==> src/rtl/alu_core.sv <==
// rtl/alu_core.sv - registered eight-operation ALU with carry/overflow/zero/negative flags
module alu_core #(
  parameter int WIDTH = 4
) (
  input  logic             clk,
  input  logic             rst_n,
  input  logic             in_valid,
  input  logic [WIDTH-1:0] A,
  input  logic [WIDTH-1:0] B,
  input  logic [2:0]       sel,
  output logic [WIDTH-1:0] result,
  output logic             carry,
  output logic             overflow,
  output logic             zero,
  output logic             negative,
  output logic             out_valid
);

  localparam int MSB = WIDTH - 1;

  typedef enum logic [2:0] {
    OP_ADD = 3'b000,
    OP_SUB = 3'b001,
    OP_AND = 3'b010,
    OP_OR  = 3'b011,
    OP_NOT = 3'b100,
    OP_XOR = 3'b101,
    OP_SHL = 3'b110,
    OP_SHR = 3'b111
  } op_e;

  // One extra bit on each side exposes carry-out (ADD) and borrow (SUB).
  logic [WIDTH:0]   add_full;
  logic [WIDTH:0]   sub_full;
  logic [WIDTH-1:0] nxt_result;
  logic             nxt_carry;
  logic             nxt_overflow;

  assign add_full = {1'b0, A} + {1'b0, B};
  assign sub_full = {1'b0, A} - {1'b0, B};

  // Next result and flags for the current opcode; logic ops leave carry/overflow at 0.
  always_comb begin
    nxt_result   = '0;
    nxt_carry    = 1'b0;
    nxt_overflow = 1'b0;
    case (op_e'(sel))
      OP_ADD: begin
        nxt_result   = add_full[WIDTH-1:0];
        nxt_carry    = add_full[WIDTH];
        nxt_overflow = (A[MSB] == B[MSB]) && (add_full[MSB] != A[MSB]);
      end
      OP_SUB: begin
        nxt_result   = sub_full[WIDTH-1:0];
        nxt_carry    = sub_full[WIDTH];
        nxt_overflow = (A[MSB] != B[MSB]) && (sub_full[MSB] != A[MSB]);
      end
      OP_AND: nxt_result = A & B;
      OP_OR:  nxt_result = A | B;
      OP_NOT: nxt_result = ~A;
      OP_XOR: nxt_result = A ^ B;
      OP_SHL: begin
        nxt_result = {A[WIDTH-2:0], 1'b0};
        nxt_carry  = A[MSB];
      end
      OP_SHR: begin
        nxt_result = {1'b0, A[WIDTH-1:1]};
        nxt_carry  = A[0];
      end
    endcase
  end

  // Capture on accepted requests; zero/negative are registered so reset drives them to 0 too.
  always_ff @(posedge clk or negedge rst_n) begin
    if (!rst_n) begin
      result    <= '0;
      carry     <= 1'b0;
      overflow  <= 1'b0;
      zero      <= 1'b0;
      negative  <= 1'b0;
      out_valid <= 1'b0;
    end else begin
      out_valid <= in_valid;
      if (in_valid) begin
        result   <= nxt_result;
        carry    <= nxt_carry;
        overflow <= nxt_overflow;
        zero     <= (nxt_result == '0);
        negative <= nxt_result[MSB];
      end
    end
  end

endmodule

==> config.mk <==
export PLATFORM = sky130hd
export DESIGN_NAME = alu_core
export DESIGN_NICKNAME = d
export VERILOG_FILES = /design/src/rtl/alu_core.sv
export SDC_FILE = /design/constraint.sdc
export NUM_CORES = 1
export LEC_CHECK = 0
export ABC_AREA = 0
export CORE_MARGIN = 3
export CORE_UTILIZATION = 45
export DETAILED_ROUTE_END_ITERATION = 10
export GPL_ROUTABILITY_DRIVEN = 0
export PLACE_DENSITY = 0.76
export SETUP_SLACK_MARGIN = 0.2
export SYNTH_ARGS = -nofsm -noshare
export SYNTH_HDL_FRONTEND = slang
export SYNTH_SLANG_ARGS = --single-unit
==> constraint.sdc <==
create_clock -name clk -period 0.87 [get_ports clk]
set_clock_uncertainty 0.15 [all_clocks]
set_input_delay 0.2175 -clock clk [delete_from_list [all_inputs] [get_ports clk]]
set_output_delay 0.2175 -clock clk [all_outputs]
set_load 0.01 [all_outputs]
==> reports/metrics.cfg, run 1 <==
[outcome]
status = finished with violations
violations = setup timing

[global_route]
grt_pass1_wl_um = 4860
antenna_found_initial = 0
grt_max_degree = 12
grt_pass1_vias = 1058
grt.total_usage_pct = 23.7
globalRouteOverflowTotal = 0

[critical_path]
arrival_ns = 2.00
slowest_delay_ns = 0.47
critPathBufInv = 3
cpLargestDelayFamily = simple AND/OR/NAND/NOR gates
cp.required_ns = 0.87
cp-start-kind = primary input
critPathCaptureType = register
worstPathMaxFanout = 4
cp_slowest_cell = or4_4
cp_cell_sequence = buf_8 -> buf_8 -> inv_12 -> ha_4 -> fa_2 -> nor2b_1 -> or4_4 -> a32oi_2 -> nand4_1 -> o32ai_2
path_common_cell = buf_8
crit_type = primary input to register

[synthesis]
synthArstFlopShare_pct = 100
yosysUniqueCellTypes = 48
synthFlopType = dfrtp_1
yosys_register_bits = 8
ys_warn_count = 0
synth_edf_count = 0
syn-num-nets = 143
yosysSeqAreaShare_pct = 20.3
synth.avg_cell_area_um2 = 8.56
synth_area_leaders = dfrtp_1 20%, ha_1 15%, inv_1 5.3%, fa_1 4.1%, nor2_1 3.8%
synthesis.area_um2 = 985
postSynthCellCount = 115
yosysTopAreaCell = dfrtp_1
yosysTopAreaCellShare_pct = 20.3

[sta]
maxSlewHeadroom_pct = 69.4
setup-violations-final = 16
fmax_ghz = 0.500
hold_viol_final = 0
hold_slack_ns = 0.142
worst_pin_slew_ns = 0.455
slew_violations = 0
rsz0062_at_grt = true
tns_ns = -8.72
fin_crit_sh_pct = 230
timing.final.ws_setup_ns = -1.13
period_needed_ns = 2.00

[cts]
cts_hold_buf = 0
cts_made_buffers = 3
clockRootBuffer = clkbuf_4
cts.sinks = 8
cts_max_path_buffers = 2
htree_levels = 1
cts_tree = yes
clock_latency_ns = 0.25
path_clk_slew_ns = 0.05

[placement]
io_buffers = 22
place_ws_ns = -1.85
dp_hpwl_um = 2360
dp.cells = 193

[layout]
final_cell_mix = 38 x buf_4, 9 x nor2_1, 9 x buf_2
num-nets-final = 208
num_antenna_cells = 0
final_layout_size_suffix_gt1_share_pct = 57.9
syn_to_final_growth_pct = 75.5
final_cell_count_no_fill = 205
final_common_cell = buf_4

[power]
power.density_mw_per_mm2 = 985
fin_total_pwr_uw = 1700
ir_drop_v = 0.00121
leakage_uw = 0.000808

[routing]
vias_per_cell = 5.38
wl_um = 3420
drtAntennaViolNets = 0
drtIter0Drc = 30
via_count = 1103
wire_per_inst_um = 16.7
drc = 0
drt_first_pass_iters = 4

[flow_run]
maxCapViolCount = 0

[floorplanning]
start_util_pct = 48.7
core_mm2 = 0.00202
die_y_um = 52.8
io_pins = 23
num_rows = 16
dieArea_mm2 = 0.00279
die_w_um = 52.8

[worst_hold_path]
hp-class = primary input to async pin

## worst reg2reg max path: stages (launching register included)
cell	delay (ns)
dfrtp_1	0.38
buf_6	0.12
buf_4	0.12
mux2_2	0.25
## what timing repair did
action / 4_1_cts / 5_1_grt
pin swaps: 12 / 11
resized for setup: 90 / 15
buffers inserted: 4 / 5
endpoints found under the setup margin: 17 / 17
## Yosys cell counts (2+ instances only)
| cell | instances |
|---|---|
| ha_1 | 12 |
| xnor2_1 | 2 |
| nand2_1 | 6 |
| fa_1 | 2 |
| nand3b_1 | 2 |
| a31oi_1 | 3 |
| a21oi_1 | 4 |
| nor2_1 | 10 |
| nand3_1 | 2 |
| nor2b_1 | 2 |
| nor4_1 | 2 |
| dfrtp_1 | 8 |
| buf_4 | 2 |
| buf_2 | 4 |
| nand4_1 | 2 |
| inv_1 | 14 |
| o21ai_0 | 3 |
| a21o_1 | 2 |
| a2bb2oi_1 | 2 |
| mux2_2 | 2 |
| inv_2 | 2 |
## per-layer routing
metal	share of wire, %	GRT usage, %	routed length [um]
met5	0	0	0
met3	2.3	4.27	79
met2	51	40.9	1740
met4	1.4	4.68	49
met1	46	30.5	1560
## worst paths after layout
check                           from   endpoint  slack (ns)  depth (start not counted)
max                             A[0]       zero       -1.13                         10
min                            rst_n  result[0]        0.14                          2
max reg2reg                result[3]  result[3]       -0.27                          3
min reg2reg                result[1]  result[1]        0.35                          1
max in group asynchronous      rst_n   overflow        0.33                          2
min in group clk            in_valid  result[1]        0.18                          2
## where the power goes
group / leakage [uW] / total (uW) / switching (uW) / internal (uW)
combinational: 0.000696 / 989 / 455 / 534
clock: 0.0000138 / 274 / 117 / 157
sequential: 0.0000974 / 439 / 21.5 / 417
## cell type report
type	instances	area, um2
clock buffer	3	22.5
fill	100	294
inverter	16	77.6
multi-input combinational	83	832
sequential	8	200
tap	27	33.8
timing repair buffer	68	562
## kinds of logic (layout without fill, tap and decap cells)
group                    count (synthesis)  count (layout)  synth area share (%)
AO/OA/AOI/OAI                           31              31                  24.9
AND/OR/NAND/NOR                         31              31                  16.0
buffers and inverters                   24              87                  11.2
adder cells (fa/ha/maj)                 14              14                  19.3
flip-flops                               8               8                  20.3
multiplexers                             4               4                  5.59
XOR/XNOR                                 3               3                  2.67
## through the flow
stage	cell area [um2]	utilization [%]
4_1_cts	1650	81.8
5_1_grt	1730	85.5
6_report	1730	85.5
3_5_place_dp	1550	76.4
2_1_floorplan	1060	-
3_3_place_gp	1550	76.4
## registers in the layout (all words and copies together), names as in the netlist
register	count
overflow	1
out_valid	1
result	4
zero	1
carry	1
Power figures use the tool's default switching activity.
==> inputs of run 2 (changes only) <==
--- a/config.mk
+++ b/config.mk
@@ -10,6 +10,7 @@
 export CORE_UTILIZATION = 45
 export DETAILED_ROUTE_END_ITERATION = 10
 export GPL_ROUTABILITY_DRIVEN = 0
+export GPL_TIMING_DRIVEN = 0
 export PLACE_DENSITY = 0.76
 export SETUP_SLACK_MARGIN = 0.2
 export SYNTH_ARGS = -nofsm -noshare
==> reports/metrics.cfg, run 2 (synthesis gave the netlist of run 1 again) <==
[sta]
hold_viol_final = 8
setup-violations-final = 16
fin_crit_sh_pct = 228
timing.final.ws_setup_ns = -1.12
period_needed_ns = 1.99
slew_violations = 0
rsz0062_at_grt = true
tns_ns = -8.24
hold_slack_ns = -0.171
fmax_ghz = 0.504
maxSlewHeadroom_pct = 70.6
worst_pin_slew_ns = 0.438

[power]
power.density_mw_per_mm2 = 1030
leakage_uw = 0.000753
ir_drop_v = 0.00128

[layout]
syn_to_final_growth_pct = 70.4
final_layout_size_suffix_gt1_share_pct = 57.3
final_cell_mix = 20 x buf_4, 17 x buf_6, 9 x nor2_1, 9 x buf_2, 8 x dfrtp_1
num-nets-final = 194
largest-register = result
num_antenna_cells = 0
final_common_cell = buf_4
fillers = 119
largest_reg_flops = 4
final_core_util_pct = 83.0

[cts]
cts.sinks = 8
cts_made_buffers = 3
cts_max_path_buffers = 2
htree_levels = 1
path_clk_slew_ns = 0.05
clock_latency_ns = 0.25
clockRootBuffer = clkbuf_4
cts_tree = yes

[global_route]
grt_max_degree = 11
grt.busiest_layer = met2
antenna_found_initial = 0
globalRouteOverflowTotal = 0
grt_pass1_vias = 1112
grt.total_usage_pct = 24.3
grtUsageMet2_pct = 44.4
grt_use_met3_pct = 5.41
grt_pass1_wl_um = 5020
use_met1_pct = 28.5

[critical_path]
cp_slowest_cell = or4_4
worstPathMaxFanout = 3
critPathCaptureType = register
cp-start-kind = primary input
arrival_ns = 1.99
cp_cell_sequence = buf_12 -> ha_4 -> inv_2 -> fa_2 -> nor2b_4 -> or4_4 -> a32oi_2 -> nand4_1 -> o32ai_2
reg2reg_from = result[3]
worstSetupStartpoint = A[0]
crit_type = primary input to register
slowest_delay_ns = 0.41
cp.required_ns = 0.88

[outcome]
violations = hold timing, setup timing
status = finished with violations

[floorplanning]
io_pins = 23
die_y_um = 52.8
core_mm2 = 0.00202
num_rows = 16
die_w_um = 52.8
start_util_pct = 48.7
dieArea_mm2 = 0.00279

[routing]
wl_um = 3350
drtAntennaViolNets = 0
vias_per_cell = 5.74
drc = 0
drtIter0Drc = 30
drt_first_pass_iters = 4
wire_per_inst_um = 17.6
via_count = 1096

[worst_hold_path]
hp-class = primary input to async pin

[placement]
io_buffers = 21
place_ws_ns = -2.18
dp_hpwl_um = 1970

[flow_run]
maxCapViolCount = 0

[run 2: changes by cell type in the layout (fill, tap and decap cells not counted), sizes merged]
cell           change
clkdlybuf4s50      -1
buf                -9
clkbuf             -2
dlymetal6s2s       -2
[run 2: final timing paths]
path | to | slack, ns | cells past startpoint
max reg2reg | result[3] | -0.18 | 2
max | zero | -1.12 | 9
min in group clk | out_valid | 0.18 | 1
max in group asynchronous | overflow | 0.48 | 1
min | result[0] | -0.17 | 1
min reg2reg | result[1] | 0.38 | 1
[run 2: per-stage QoR]
step | cells | cell area [um2] | total power (uW)
after floorplan | 115 | 1060 | 860
after global placement | 163 | 1310 | 1130
after detailed placement | 163 | 1310 | 1150
after CTS | 187 | 1590 | 1620
after global routing | 191 | 1680 | 1830
final | 191 | 1680 | 1730
[run 2: critical path, delay by kind of cell]
kind / cells / cell delay [ns]
buf+inv: 2 / 0.14
compound gates: 2 / 0.48
fa+ha+maj: 2 / 0.47
simple gates: 3 / 0.68
[run 2: timing repair]
action	in CTS	in global routing
setup buffers	21	4
resized for setup	126	11
setup endpoints to repair	25	16
hold endpoints to repair	8	8
pin swaps	18	11
[run 2: layer usage]
metal | share of wire [%] | up-vias
li1 | - | 509
met1 | 39 | 521
met2 | 53 | 52
met3 | 5.2 | 14
met4 | 2.6 | 0
met5 | 0 | -
[run 2: where the power goes]
| part | internal [uW] | total, uW | switching (uW) |
|---|---|---|---|
| logic | 546 | 1000 | 456 |
| registers | 417 | 441 | 24.3 |
| clock network | 158 | 284 | 126 |
[run 2: layout make-up]
| type | count | area [um2] | area share [%] |
|---|---|---|---|
| Clock buffer | 3 | 22.5 | 1.34 |
| Multi-Input combinational cell | 83 | 853 | 50.9 |
| Inverter | 16 | 80.1 | 4.77 |
| Tap cell | 27 | 33.8 | 2.01 |
| Buffer | 8 | 88.8 | 5.29 |
| Sequential cell | 8 | 200 | 11.9 |
| Timing Repair Buffer | 46 | 399 | 23.8 |
==> inputs of run 3 (changes only) <==
--- a/config.mk
+++ b/config.mk
@@ -8,6 +8,7 @@
 export ABC_AREA = 0
 export CORE_MARGIN = 3
 export CORE_UTILIZATION = 45
+export CTS_BUF_LIST = sky130_fd_sc_hd__clkbuf_16
 export DETAILED_ROUTE_END_ITERATION = 10
 export GPL_ROUTABILITY_DRIVEN = 0
 export GPL_TIMING_DRIVEN = 0
==> reports/metrics.cfg, run 3 (synthesis gave the netlist of run 1 again) <==
[outcome]
status = finished with violations
violations = hold timing, setup timing

[cts]
cts.sinks = 8
clock_latency_ns = 0.23
clockRootBuffer = clkbuf_16
htree_levels = 1
cts_max_path_buffers = 2
path_clk_slew_ns = 0.04
cts_tree = yes
cts_made_buffers = 3

[routing]
drtIter0Drc = 28
drtAntennaViolNets = 0
drt_first_pass_iters = 4
vias_per_cell = 5.81
wl_um = 3250
wire_per_inst_um = 17.4
drc = 0
via_count = 1087

[layout]
final_cell_count_no_fill = 187
syn_to_final_growth_pct = 71.5
num-nets-final = 190
final_layout_size_suffix_gt1_share_pct = 56.9
num_antenna_cells = 0
largest_reg_flops = 4
final_cell_mix = 18 x buf_4, 14 x buf_6, 11 x buf_2
final_common_cell = buf_4
largest-register = result

[sta]
maxSlewHeadroom_pct = 70.7
worst_pin_slew_ns = 0.436
fmax_ghz = 0.503
rsz0062_at_grt = true
slew_violations = 0
setup-violations-final = 16
fin_crit_sh_pct = 229
period_needed_ns = 1.99
hold_slack_ns = -0.152
timing.final.ws_setup_ns = -1.12
hold_viol_final = 8

[critical_path]
cpLargestDelayFamily = simple AND/OR/NAND/NOR gates
worstPathMaxFanout = 3
cp_slowest_cell = or4_4
crit_type = primary input to register
slowest_delay_ns = 0.41
cp.required_ns = 0.86
arrival_ns = 1.98
cp-start-kind = primary input
critPathCaptureType = register
cp_cell_sequence = buf_12 -> ha_4 -> inv_2 -> fa_2 -> nor2b_4 -> or4_4 -> a32oi_2 -> nand4_1 -> o32ai_2
critPathBufInv = 2

[floorplanning]
core_mm2 = 0.00202
io_pins = 23
num_rows = 16
start_util_pct = 48.7
die_w_um = 52.8
die_y_um = 52.8
dieArea_mm2 = 0.00279

[global_route]
globalRouteOverflowTotal = 0
grt_pass1_vias = 1113
grt_max_degree = 11
antenna_found_initial = 0
grt.total_usage_pct = 24.4
grt_pass1_wl_um = 4990

[power]
leakage_uw = 0.000753
ir_drop_v = 0.00191
power.density_mw_per_mm2 = 1310

[worst_hold_path]
hp-class = primary input to async pin

[placement]
dp.cells = 163
io_buffers = 21
dp_hpwl_um = 1970

[flow_run]
maxCapViolCount = 0

run 3: cell types whose count changed in the layout (fill, tap and decap cells not counted), sizes merged:
cell,previous run,this run
dlygate4sd2,3,2
clkbuf,4,5
buf,49,46
clkdlybuf4s15,1,0
run 3: final cells by class:
| type | count | area (um2) |
|---|---|---|
| fill | 116 | 333 |
| clock buffer | 3 | 75.1 |
| sequential | 8 | 200 |
| timing repair buffer | 42 | 342 |
| inverter | 16 | 85.1 |
| multi-input combinational | 83 | 861 |
| tap | 27 | 33.8 |
| buffer | 8 | 92.6 |
run 3: what timing repair did:
action,CTS,global route
endpoints found under the hold margin,8,8
endpoints found under the setup margin,25,16
gates resized for setup,120,19
pin swaps,16,13
gates cloned,1,0
buffers inserted,16,4
run 3: path summary, 6_finish.rpt:
| kind | start | endpoint | slack, ns | cells past startpoint |
|---|---|---|---|---|
| min in group clk | in_valid | out_valid | 0.20 | 1 |
| min | rst_n | result[0] | -0.15 | 1 |
| max in group asynchronous | rst_n | result[2] | 0.46 | 1 |
| max | A[0] | zero | -1.12 | 9 |
| min reg2reg | result[2] | result[2] | 0.37 | 2 |
| max reg2reg | result[3] | result[3] | -0.17 | 2 |
run 3: metrics by stage:
| stage | total power [uW] | util (%) | setup slack [ns] | area, um2 | setup TNS, ns |
|---|---|---|---|---|---|
| 2_1_floorplan | 860 | - | -1.15 | 1060 | -5.65 |
| 3_3_place_gp | 1130 | 64.7 | -2.17 | 1310 | -15.91 |
| 3_5_place_dp | 1150 | 64.7 | -2.18 | 1310 | -16.35 |
| 4_1_cts | 2090 | 78.3 | -1.17 | 1580 | -7.84 |
| 5_1_grt | 2310 | 83.5 | -1.19 | 1690 | -8.37 |
| 6_report | 2220 | 83.5 | -1.12 | 1690 | -7.86 |
run 3: where the power goes:
| group | leakage [uW] | switching, uW | internal (uW) | total, uW |
|---|---|---|---|---|
| Sequential | 0.0000974 | 25.0 | 419 | 444 |
| Clock | 0.0000370 | 190 | 593 | 783 |
| Combinational | 0.000618 | 457 | 535 | 992 |
| Total | 0.000753 | 672 | 1550 | 2220 |
run 3: per-layer routing:
| metal | GRT usage, % | share of wire [%] |
|---|---|---|
| met5 | 0 | 0 |
| met4 | 8.09 | 3.1 |
| met3 | 5.98 | 6.3 |
| met2 | 43.8 | 51 |
| met1 | 27.8 | 40 |
==> patch: new RTL, config.mk and constraints of run 2 <==
Set the parameter `WIDTH` to 5 (it was 4).
--- a/src/rtl/alu_core.sv
+++ b/src/rtl/alu_core.sv
@@ -1,6 +1,6 @@
 // rtl/alu_core.sv - registered eight-operation ALU with carry/overflow/zero/negative flags
 module alu_core #(
-  parameter int WIDTH = 4
+  parameter int WIDTH = 5
 ) (
   input  logic             clk,
   input  logic             rst_n,
Interface: changed (resized A, B and result); port bits go from 23 to 26. No check against the original RTL was run, so the function may have changed too.
==> patch against run 2 <==
  * Non-clock buffer count increased by 18
  * Final area increased by 28%
  * Routed wire length up 41%
  * The flow still finishes with violations (hold timing, setup timing)
  * Critical endpoint unchanged
  * Synthesized area grew 21%
  * Highest routed layer unchanged
  * Largest power group unchanged
  * Sequential cell count up 1
  * Combinational power increased by 39%
  * Total power increased by 28%
  * Sequential power up 12%
  * Setup slack got worse by 110 ps
==> patch: results (changes against run 2) <==
met3 wire len 490 um (was 175 um); Metal-1 WL 1.740 mm (was 1.313 mm); routed vias 1456 (was 1096); worst r2r path cells 3 (was 2); Place WS -2253 ps (was -2177 ps); DP HPWL 2.467 mm (was 1.974 mm); die area 0.003294 sq mm (was 0.002786 sq mm); max incr delay on CP 470 ps (was 410 ps); Slew @ Worst Pin 628.6 ps (was 437.5 ps); met2 usage 0.4613 (was 0.4442); XOR/XNOR Fraction of Synth Area 0.02947 (was 0.02668); crit-path leading delay family adder cells (was simple AND/OR/NAND/NOR gates); cell count after placement 196 (was 163); Switch Pwr 0.8389 mW (was 0.6066 mW); nets@finish 245 (was 194); Synth Area in Compound Gates 0.2453 (was 0.2490); failing checks hold timing, setup timing (unchanged); clk_lat worst skew 270 ps (was 250 ps); status complete, but fails checks (unchanged); Netlist cell types 41 (was 48); PostCTS Resize Cnt 127 (was 126); slack of the critical path -1221 ps (was -1115 ps); Starting DRT DRC Count 102 (was 30); Clock Power 0.331 mW (was 0.284 mW); Avg WL per Cell 19.75 um (was 17.55 um); total track usage 0.2458 (was 0.2430); DP Area 0.001610 sq mm (was 0.001309 sq mm); vias in the first global route 1333 (was 1112); share of layout cells above drive strength 1 0.6209 (was 0.5732); maximum VDD drop 1.506 mV (was 1.276 mV); Logic power comb 1.39 mW (was 1.00 mW); Finished Core Util 0.9078 (was 0.8298); Clock buf/inv share 0.01226 (was 0.01342); first-pass GRT wire length 6.375 mm (was 5.016 mm); non-clk buf share 0.2814 (was 0.2908); Seq Cell Count 9 (was 8); Seq/total area 0.1051 (was 0.1193); WHS -176.9 ps (was -171.4 ps); slowest CP cell mux4_2 (was or4_4); Non-clk bufs 72 (was 54); DR vias/cell 6.092 (was 5.738); Setup violations, final 18 (was 16); # fillers 100 (was 119); Synth top cells by count ha_1 (15), inv_1 (14), nor2_1 (10) (was inv_1 (14), ha_1 (12), nor2_1 (10)); Clock Power Share 0.150 (was 0.164); Cells after Synth 145 (was 115); final hold vios 9 (was 8); mux cell area share after synthesis 0.05579 (was 0.05591)
[patch: cell count changes in the layout (fill, tap and decap cells not counted), moves of 3 or more]
cell,run 2,this run
a21oi_1,0,3
nand2b_1,0,4
nor3_2,0,3
clkbuf_1,0,3
buf_4,20,35
buf_6,17,13
inv_1,5,8
buf_2,9,12
a211oi_2,0,3
[patch: kinds of logic (layout without fill, tap and decap cells)]
logic type | count (synthesis) | count (layout)
AND/OR/NAND/NOR | 43 | 43
buffers and inverters | 26 | 92
adder cells (fa/ha/maj) | 17 | 17
XOR/XNOR | 4 | 4
AO/OA/AOI/OAI | 42 | 42
flip-flops | 9 | 9
multiplexers | 4 | 4
[patch: final timing paths]
| kind | startpoint | endpoint | slack (ps) |
|---|---|---|---|
| max in group asynchronous | rst_n | out_valid | 460 |
| min | rst_n | result[1] | -180 |
| max reg2reg | zero | zero | -210 |
| min reg2reg | carry | carry | 430 |
| min in group clk | in_valid | out_valid | 130 |
| max | A[0] | zero | -1220 |
